`src/rtl/uart_apb_pkg.sv`:
```
// Shared definitions for the CoreUARTapb initiator: register map, STATUS/err bit
// positions, FSM encoding and the APB request bundle.
package uart_apb_pkg;

  localparam logic [4:0] REG_TXDATA = 5'h00;
  localparam logic [4:0] REG_RXDATA = 5'h04;
  localparam logic [4:0] REG_CTRL1  = 5'h08;
  localparam logic [4:0] REG_CTRL2  = 5'h0C;
  localparam logic [4:0] REG_STATUS = 5'h10;
  localparam logic [4:0] REG_CTRL3  = 5'h14;

  localparam int ST_TXRDY    = 0;
  localparam int ST_RXRDY    = 1;
  localparam int ST_PARITY   = 2;
  localparam int ST_OVERFLOW = 3;
  localparam int ST_FRAMING  = 4;

  localparam int ERR_PARITY   = 0;
  localparam int ERR_OVERFLOW = 1;
  localparam int ERR_FRAMING  = 2;
  localparam int ERR_SLVERR   = 3;

  localparam logic [2:0] S_INIT1 = 3'd0;
  localparam logic [2:0] S_INIT2 = 3'd1;
  localparam logic [2:0] S_INIT3 = 3'd2;
  localparam logic [2:0] S_POLL  = 3'd3;
  localparam logic [2:0] S_RXRD  = 3'd4;
  localparam logic [2:0] S_TXWR  = 3'd5;

  typedef struct packed {
    logic [4:0] addr;
    logic       write;
    logic [7:0] wdata;
  } apb_req_t;

endpackage

```
`src/rtl/uart_apb_initiator_if.sv`:
```
// APB3 bus between the UART initiator (master) and a CoreUARTapb target (slave).
interface uart_apb_initiator_if;
  logic [4:0] PADDR;
  logic       PSEL;
  logic       PENABLE;
  logic       PWRITE;
  logic [7:0] PWDATA;
  logic [7:0] PRDATA;
  logic       PREADY;
  logic       PSLVERR;

  modport master (
    output PADDR, PSEL, PENABLE, PWRITE, PWDATA,
    input  PRDATA, PREADY, PSLVERR
  );

  modport slave (
    input  PADDR, PSEL, PENABLE, PWRITE, PWDATA,
    output PRDATA, PREADY, PSLVERR
  );
endinterface

```
`src/rtl/uart_byte_fifo.sv`:
```
// First-word fall-through byte FIFO with synchronous reset; pop on empty is ignored,
// push on full is accepted only when a pop frees the head slot in the same cycle.
module uart_byte_fifo #(
  parameter int WIDTH = 8,
  parameter int DEPTH = 4
) (
  input  logic             clk,
  input  logic             rst,
  input  logic             push,
  input  logic [WIDTH-1:0] push_data,
  input  logic             pop,
  output logic [WIDTH-1:0] head,
  output logic             full,
  output logic             empty
);
  localparam int AW = $clog2(DEPTH);
  localparam logic [AW:0] FULL_CNT = (AW+1)'(DEPTH);

  logic [WIDTH-1:0] mem [DEPTH];
  logic [AW-1:0]    wr_ptr, rd_ptr;
  logic [AW:0]      count;
  logic             do_push, do_pop;

  assign empty   = (count == '0);
  assign full    = (count == FULL_CNT);
  assign do_pop  = pop & ~empty;
  assign do_push = push & (~full | do_pop);
  assign head    = mem[rd_ptr];

  always_ff @(posedge clk) begin
    if (do_push) mem[wr_ptr] <= push_data;
  end

  always_ff @(posedge clk) begin
    if (rst) begin
      wr_ptr <= '0;
      rd_ptr <= '0;
      count  <= '0;
    end else begin
      if (do_push) wr_ptr <= wr_ptr + 1'b1;
      if (do_pop)  rd_ptr <= rd_ptr + 1'b1;
      case ({do_push, do_pop})
        2'b10:   count <= count + 1'b1;
        2'b01:   count <= count - 1'b1;
        default: count <= count;
      endcase
    end
  end
endmodule

```
`src/rtl/uart_apb_initiator.sv`:
```
// APB3 master for CoreUARTapb: programs baud/config once, then polls STATUS and moves
// bytes between the UART and a pair of valid/ready byte-stream FIFOs.
module uart_apb_initiator
  import uart_apb_pkg::*;
#(
  parameter logic [12:0] BAUD_VALUE = 13'd1,
  parameter logic [2:0]  BAUD_FRCTN = 3'd0,
  parameter bit          FRCTN_EN   = 1'b1,
  parameter bit          BIT8       = 1'b1,
  parameter bit          PARITY_EN  = 1'b0,
  parameter bit          ODD_N_EVEN = 1'b0,
  parameter int          FIFO_DEPTH = 4
) (
  input  logic       PCLK,
  input  logic       PRESET,
  uart_apb_initiator_if.master apb,
  input  logic [7:0] tx_data,
  input  logic       tx_valid,
  output logic       tx_ready,
  output logic [7:0] rx_data,
  output logic       rx_valid,
  input  logic       rx_ready,
  output logic [3:0] err_flags,
  input  logic       err_clr,
  output logic       init_done
);
  logic [2:0] state, nxt_state, issue_state;
  logic       psel, penable, done, issue;
  apb_req_t   req, nxt_req;
  logic       rx_full, rx_empty, rx_push;
  logic       tx_full, tx_empty, tx_pop;
  logic [7:0] tx_head;
  logic [3:0] err_set;

  assign done        = psel & penable & apb.PREADY;
  // A new SETUP is loaded either straight out of reset or on the completing edge.
  assign issue       = ~psel | done;
  assign issue_state = psel ? nxt_state : state;
  assign tx_pop      = issue & (issue_state == S_TXWR);
  assign rx_push     = done & (state == S_RXRD);

  assign rx_valid = ~rx_empty;
  assign tx_ready = init_done & ~tx_full;

  assign apb.PSEL    = psel;
  assign apb.PENABLE = penable;
  assign apb.PADDR   = req.addr;
  assign apb.PWRITE  = req.write;
  assign apb.PWDATA  = req.wdata;

  uart_byte_fifo #(.WIDTH(8), .DEPTH(FIFO_DEPTH)) rx_fifo (
    .clk       (PCLK),
    .rst       (PRESET),
    .push      (rx_push),
    .push_data (apb.PRDATA),
    .pop       (rx_valid & rx_ready),
    .head      (rx_data),
    .full      (rx_full),
    .empty     (rx_empty)
  );

  uart_byte_fifo #(.WIDTH(8), .DEPTH(FIFO_DEPTH)) tx_fifo (
    .clk       (PCLK),
    .rst       (PRESET),
    .push      (tx_valid & tx_ready),
    .push_data (tx_data),
    .pop       (tx_pop),
    .head      (tx_head),
    .full      (tx_full),
    .empty     (tx_empty)
  );

  // RX beats TX so the UART's single receive holding register drains first.
  always_comb begin
    nxt_state = S_POLL;
    case (state)
      S_INIT1: nxt_state = S_INIT2;
      S_INIT2: nxt_state = FRCTN_EN ? S_INIT3 : S_POLL;
      S_INIT3: nxt_state = S_POLL;
      S_POLL: begin
        if (apb.PRDATA[ST_RXRDY] && !rx_full)      nxt_state = S_RXRD;
        else if (apb.PRDATA[ST_TXRDY] && !tx_empty) nxt_state = S_TXWR;
        else                                        nxt_state = S_POLL;
      end
      default: nxt_state = S_POLL;
    endcase
  end

  always_comb begin
    nxt_req.addr  = REG_STATUS;
    nxt_req.write = 1'b0;
    nxt_req.wdata = req.wdata;
    case (issue_state)
      S_INIT1: begin
        nxt_req.addr  = REG_CTRL1;
        nxt_req.write = 1'b1;
        nxt_req.wdata = BAUD_VALUE[7:0];
      end
      S_INIT2: begin
        nxt_req.addr  = REG_CTRL2;
        nxt_req.write = 1'b1;
        nxt_req.wdata = {BAUD_VALUE[12:8], ODD_N_EVEN, PARITY_EN, BIT8};
      end
      S_INIT3: begin
        nxt_req.addr  = REG_CTRL3;
        nxt_req.write = 1'b1;
        nxt_req.wdata = {5'b0, BAUD_FRCTN};
      end
      S_RXRD: nxt_req.addr = REG_RXDATA;
      S_TXWR: begin
        nxt_req.addr  = REG_TXDATA;
        nxt_req.write = 1'b1;
        nxt_req.wdata = tx_head;
      end
      default: ;
    endcase
  end

  always_comb begin
    err_set = '0;
    if (done) begin
      err_set[ERR_SLVERR] = apb.PSLVERR;
      if (state == S_POLL) begin
        err_set[ERR_PARITY]   = apb.PRDATA[ST_PARITY];
        err_set[ERR_OVERFLOW] = apb.PRDATA[ST_OVERFLOW];
        err_set[ERR_FRAMING]  = apb.PRDATA[ST_FRAMING];
      end
    end
  end

  always_ff @(posedge PCLK) begin
    if (PRESET) begin
      state     <= S_INIT1;
      psel      <= 1'b0;
      penable   <= 1'b0;
      req       <= '0;
      init_done <= 1'b0;
      err_flags <= '0;
    end else begin
      if (issue) begin
        psel    <= 1'b1;
        penable <= 1'b0;
        req     <= nxt_req;
        state   <= issue_state;
      end else if (!penable) begin
        penable <= 1'b1;
      end
      if (done && (state == S_INIT3 || (state == S_INIT2 && !FRCTN_EN)))
        init_done <= 1'b1;
      // A new error in the same cycle as err_clr survives the clear.
      err_flags <= (err_flags & ~{4{err_clr}}) | err_set;
    end
  end
endmodule

```
`src/flat_wrapper.sv`:
```
// flat-port wrapper written by rule: the top's interface ports become plain ports
module uart_apb_initiator_flat import uart_apb_pkg::*;
#(
  parameter logic [12:0] BAUD_VALUE = 13'd1,
  parameter logic [2:0]  BAUD_FRCTN = 3'd0,
  parameter bit          FRCTN_EN   = 1'b1,
  parameter bit          BIT8       = 1'b1,
  parameter bit          PARITY_EN  = 1'b0,
  parameter bit          ODD_N_EVEN = 1'b0,
  parameter int          FIFO_DEPTH = 4
)
  (PCLK, PRESET, tx_data, tx_valid, tx_ready, rx_data, rx_valid, rx_ready, err_flags, err_clr, init_done, apb_PADDR, apb_PSEL, apb_PENABLE, apb_PWRITE, apb_PWDATA, apb_PRDATA, apb_PREADY, apb_PSLVERR);
  uart_apb_initiator_if apb_i ();
  input  logic PCLK;
  input  logic PRESET;
  input  logic [7:0] tx_data;
  input  logic tx_valid;
  output logic tx_ready;
  output logic [7:0] rx_data;
  output logic rx_valid;
  input  logic rx_ready;
  output logic [3:0] err_flags;
  input  logic err_clr;
  output logic init_done;
  output wire logic [$bits(apb_i.PADDR)-1:0] apb_PADDR;
  output wire logic [$bits(apb_i.PSEL)-1:0] apb_PSEL;
  output wire logic [$bits(apb_i.PENABLE)-1:0] apb_PENABLE;
  output wire logic [$bits(apb_i.PWRITE)-1:0] apb_PWRITE;
  output wire logic [$bits(apb_i.PWDATA)-1:0] apb_PWDATA;
  input wire logic [$bits(apb_i.PRDATA)-1:0] apb_PRDATA;
  input wire logic [$bits(apb_i.PREADY)-1:0] apb_PREADY;
  input wire logic [$bits(apb_i.PSLVERR)-1:0] apb_PSLVERR;
  assign apb_PADDR = apb_i.PADDR;
  assign apb_PSEL = apb_i.PSEL;
  assign apb_PENABLE = apb_i.PENABLE;
  assign apb_PWRITE = apb_i.PWRITE;
  assign apb_PWDATA = apb_i.PWDATA;
  assign apb_i.PRDATA = apb_PRDATA;
  assign apb_i.PREADY = apb_PREADY;
  assign apb_i.PSLVERR = apb_PSLVERR;
  uart_apb_initiator #(.BAUD_VALUE(BAUD_VALUE), .BAUD_FRCTN(BAUD_FRCTN), .FRCTN_EN(FRCTN_EN), .BIT8(BIT8), .PARITY_EN(PARITY_EN), .ODD_N_EVEN(ODD_N_EVEN), .FIFO_DEPTH(FIFO_DEPTH)) u_core (.PCLK(PCLK), .PRESET(PRESET), .apb(apb_i), .tx_data(tx_data), .tx_valid(tx_valid), .tx_ready(tx_ready), .rx_data(rx_data), .rx_valid(rx_valid), .rx_ready(rx_ready), .err_flags(err_flags), .err_clr(err_clr), .init_done(init_done));
endmodule
```
`config.mk`:
```
export PLATFORM = sky130hd
export DESIGN_NAME = uart_apb_initiator_flat
export DESIGN_NICKNAME = d
export VERILOG_FILES = /design/src/rtl/uart_apb_pkg.sv /design/src/rtl/uart_apb_initiator_if.sv /design/src/rtl/uart_byte_fifo.sv /design/src/rtl/uart_apb_initiator.sv /design/src/flat_wrapper.sv
export SDC_FILE = /design/constraint.sdc
export NUM_CORES = 1
export LEC_CHECK = 0
export CAP_MARGIN = 20
export CORE_MARGIN = 2
export CORE_UTILIZATION = 48
export DETAILED_ROUTE_END_ITERATION = 7
export HOLD_SLACK_MARGIN = 0.15
export PLACE_DENSITY_LB_ADDON = 0.05
export SLEW_MARGIN = 0
export SYNTH_ARGS = -nofsm -noshare
export SYNTH_HDL_FRONTEND = slang
export SYNTH_SLANG_ARGS = --single-unit
export TNS_END_PERCENT = 5
```
`constraint.sdc`:
```
create_clock -name PCLK -period 2.79 [get_ports PCLK]
set_input_delay 0.558 -clock PCLK [delete_from_list [all_inputs] [get_ports PCLK]]
set_output_delay 0.558 -clock PCLK [all_outputs]
set_load 0.05 [all_outputs]
```
==> results.yml <==
routing:
  num_vias: 2659
  viasPerCell: 5.24
  dr.pass1.iters: 4
  wl_per_cell_um: 15.8
  drt_wl_total_mm: 8.03
  antenna_left: 0
  drt-initial-drc-count: 59
  drc: 0
critical_path:
  rr_startpoint: "u_core.rx_fifo.count[2]"
  critPathSlowestCell: "clkdlybuf4s50_1"
  crit_path_end_kind: "output port"
  start_kind: "flip-flop"
  worstPathRequired_ns: 2.23
  rr_endpoint: "u_core.rx_fifo.count[2]"
  crit_arrival_ns: 2.10
  path_max_fanout: 4
  cp_cell_sequence: "mux4_2, clkdlybuf4s50_1"
  path_class: "reg2out"
  r2r_slack_ns: 0.23
  reg2regPathDepth: 9
  cp_num_buf_inv: 1
  crit_family: "buffers and inverters"
  cp_slowest_stage_delay_ns: 0.71
layout:
  fillCellCount: 714
  ff_latch_area_mm2: 0.00272
  syn2layout_area_growth_pct: 21.3
  multi_input_area_mm2: 0.00148
  fin_nets: 429
  diodes: 0
  final_cell_area_mm2: 0.00531
  drive_gt1_frac: 0.173
floorplan:
  die_w_um: 99.5
  dieArea_mm2: 0.00989
  row_count: 34
  initial_core_util: 0.499
  io_pins: 54
  fp.dieH_um: 99.5
  core_area_mm2: 0.00876
logic_synthesis:
  ys_warn_count: 0
  synth_edf_count: 64
  netlist_instances: 324
  async_flop_share: 0
  synth.distinct_cells: 55
  synth_flop_cell: "edfxtp_1"
  synth.most_common_cell: "edfxtp_1"
  synth_seq_cells: 104
  synth.area.top_cells: "edfxtp_1 (44%), dfxtp_1 (18%), mux4_2 (8.2%)"
  synth_top_area_frac: 0.439
  ys_top_cells_by_count: "edfxtp_1 (64), dfxtp_1 (40), nor2_1 (35)"
  synth_top_cell_by_area: "edfxtp_1"
  synthesis.area_per_instance_um2: 13.5
  synth_area_mm2: 0.00437
  ys_seq_area_frac: 0.622
hold_path:
  whs_path_depth: 2
  hp-start: "u_core.apb.PADDR[3]"
  hold_path_class: "reg2reg"
  hold_end: "u_core.apb.PADDR[3]"
global_routing:
  use_met2: 0.278
  grt_util_met3: 0.0344
  grtUsageTotal: 0.173
  grt_pass1_vias: 2664
  antenna_found_initial: 0
  grt_max_degree: 19
  grt-busiest-layer: "met2"
  grt_remaining_overflow: 0
  grt_pass1_wl_mm: 13.2
  grtUsageMet1: 0.243
timing:
  hold_ws_ns: 0.455
  tightest_slew_ns: 0.559
  rsz0062_at_grt: "false"
  setup_viol: 0
  min_period_over_period: 0.952
  fmax_ghz: 0.377
  slew_headroom: 0.627
  finalWorstSetupSlack_ns: 0.134
  hold_viol_final: 0
  period_needed_ns: 2.66
  fin_skew_ns: 0.0110
  slew_viol_final: 0
placed_design:
  place_area_mm2: 0.00512
  dp_worst_setup_slack_ns: -0.279
  hpwlAfterDp_mm: 5.83
  place.gp.congestion: 0.829
  portBuffers: 51
status:
  status: "complete, no violations"
power:
  ir_drop_uv: 287
  p_per_area_mw_per_mm2: 502
  p_leak_nw: 1.83
clock_tree:
  cts-buffers-inserted: 9
  clockRootBuffer: "clkbuf_8"
  post-cts-setup-buffer-count: 0
  cts_buffer_depth: 2
  cts_max_level: 3
  holdBufCountCts: 0
  tritoncts: "built"
  cts.sinks: 104
  clkLatencyLatePin_ns: 0.36
  clkTransAtPathRegs_ns: 0.10
flow_run:
  maxCapViolations: 0
-- placed cells by master, fill, tap and decap left out, drive strengths merged, types with 2 or more instances in the layout --
| master | n |
|---|---|
| inv | 25 |
| o32ai | 8 |
| nor3b | 2 |
| clkinv | 2 |
| dlygate4sd2 | 5 |
| ha | 10 |
| a21oi | 14 |
| conb | 2 |
| or3 | 3 |
| o22ai | 2 |
| mux4 | 16 |
| nand3 | 5 |
| o22a | 2 |
| o41ai | 2 |
| a21boi | 2 |
| nand4 | 2 |
| nor2b | 7 |
| buf | 25 |
| fa | 2 |
| and3 | 5 |
| nor3 | 4 |
| and2 | 7 |
| dfxtp | 40 |
| clkdlybuf4s50 | 44 |
| clkbuf | 10 |
| nor2 | 35 |
| edfxtp | 64 |
| o21bai | 2 |
| nand2 | 17 |
| or3b | 2 |
| xnor2 | 3 |
| o21ai | 6 |
| dlymetal6s2s | 2 |
| xor2 | 5 |
-- worst max-delay path by stage --
stage,startpoint,to,cells past startpoint
floorplan,u_core.apb.PENABLE,u_core.tx_fifo.count[2],11
global placement,apb_PREADY,u_core.tx_fifo.count[2],11
detailed placement,apb_PREADY,u_core.tx_fifo.count[2],11
CTS,flip-flop,rx_data[0],2
global route,apb_PRDATA[0],u_core.tx_fifo.count[2],11
finish,flip-flop,rx_data[1],2
-- worst register-to-register path, cell delays in order, from the launching register on --
cell	delay, ns
dfxtp_1	0.43
or3b_1	0.43
o2111a_1	0.28
inv_1	0.06
ha_1	0.15
inv_1	0.06
fa_1	0.38
xor2_1	0.16
or3_2	0.40
a21oi_1	0.15
-- where the power goes --
part / internal (W) / switching (W)
registers: 0.00164 / 0.00000898
logic: 0.0000682 / 0.0000942
clock network: 0.000340 / 0.000516
-- registers in the layout, indices dropped and copies added (netlist names), 3 cells and up, named ones only --
signal	flops
u_core.tx_fifo.count	3
u_core.rx_fifo.count	3
u_core.apb.PWDATA	8
u_core.tx_fifo.mem	32
u_core.rx_fifo.mem	32
u_core.err_flags	4
u_core.state	3
u_core.apb.PADDR	3
-- per-layer routing --
| metal | share of wire | up-vias |
|---|---|---|
| li1 | - | 1313 |
| met1 | 0.47 | 1286 |
| met2 | 0.48 | 53 |
| met3 | 0.039 | 7 |
| met4 | 0.0097 | 0 |
| met5 | 0 | - |
-- logic make-up (layout without fill, tap and decap cells) --
group,count (synthesis),count (layout),share of synthesized area
mux,18,18,0.0872
xor+xnor,8,8,0.0160
flops,104,104,0.622
compound gates,47,47,0.0770
buf+inv,40,114,0.0452
simple gates,94,94,0.114
other cells,1,2,0.000857
fa+ha+maj,12,12,0.0378
-- what timing repair did --
item / CTS / global route
resized for setup: 5 / 6
cloned: 0 / 0
pin swaps: 0 / 3
endpoints found under the setup margin: 5 / 1
-- cell type report --
cell class | count | share of cell area
Inverter | 22 | 0.0156
Tap cell | 108 | 0.0255
Sequential cell | 104 | 0.513
Clock inverter | 6 | 0.00967
Clock buffer | 10 | 0.0241
Timing Repair Buffer | 76 | 0.134
Multi-Input combinational cell | 181 | 0.278
-- metrics by stage --
stage | util | cells | setup TNS [ns] | total power [W]
detailed placement | 0.584 | 491 | -0.386 | 0.00184
global route | 0.605 | 507 | 0 | 0.00277
floorplan | - | 325 | 0 | 0.00177
CTS | 0.604 | 507 | 0 | 0.00269
finish | 0.605 | 507 | 0 | 0.00266
global placement | 0.584 | 491 | -0.222 | 0.00184
No activity file was read; power rests on OpenSTA's default activity.
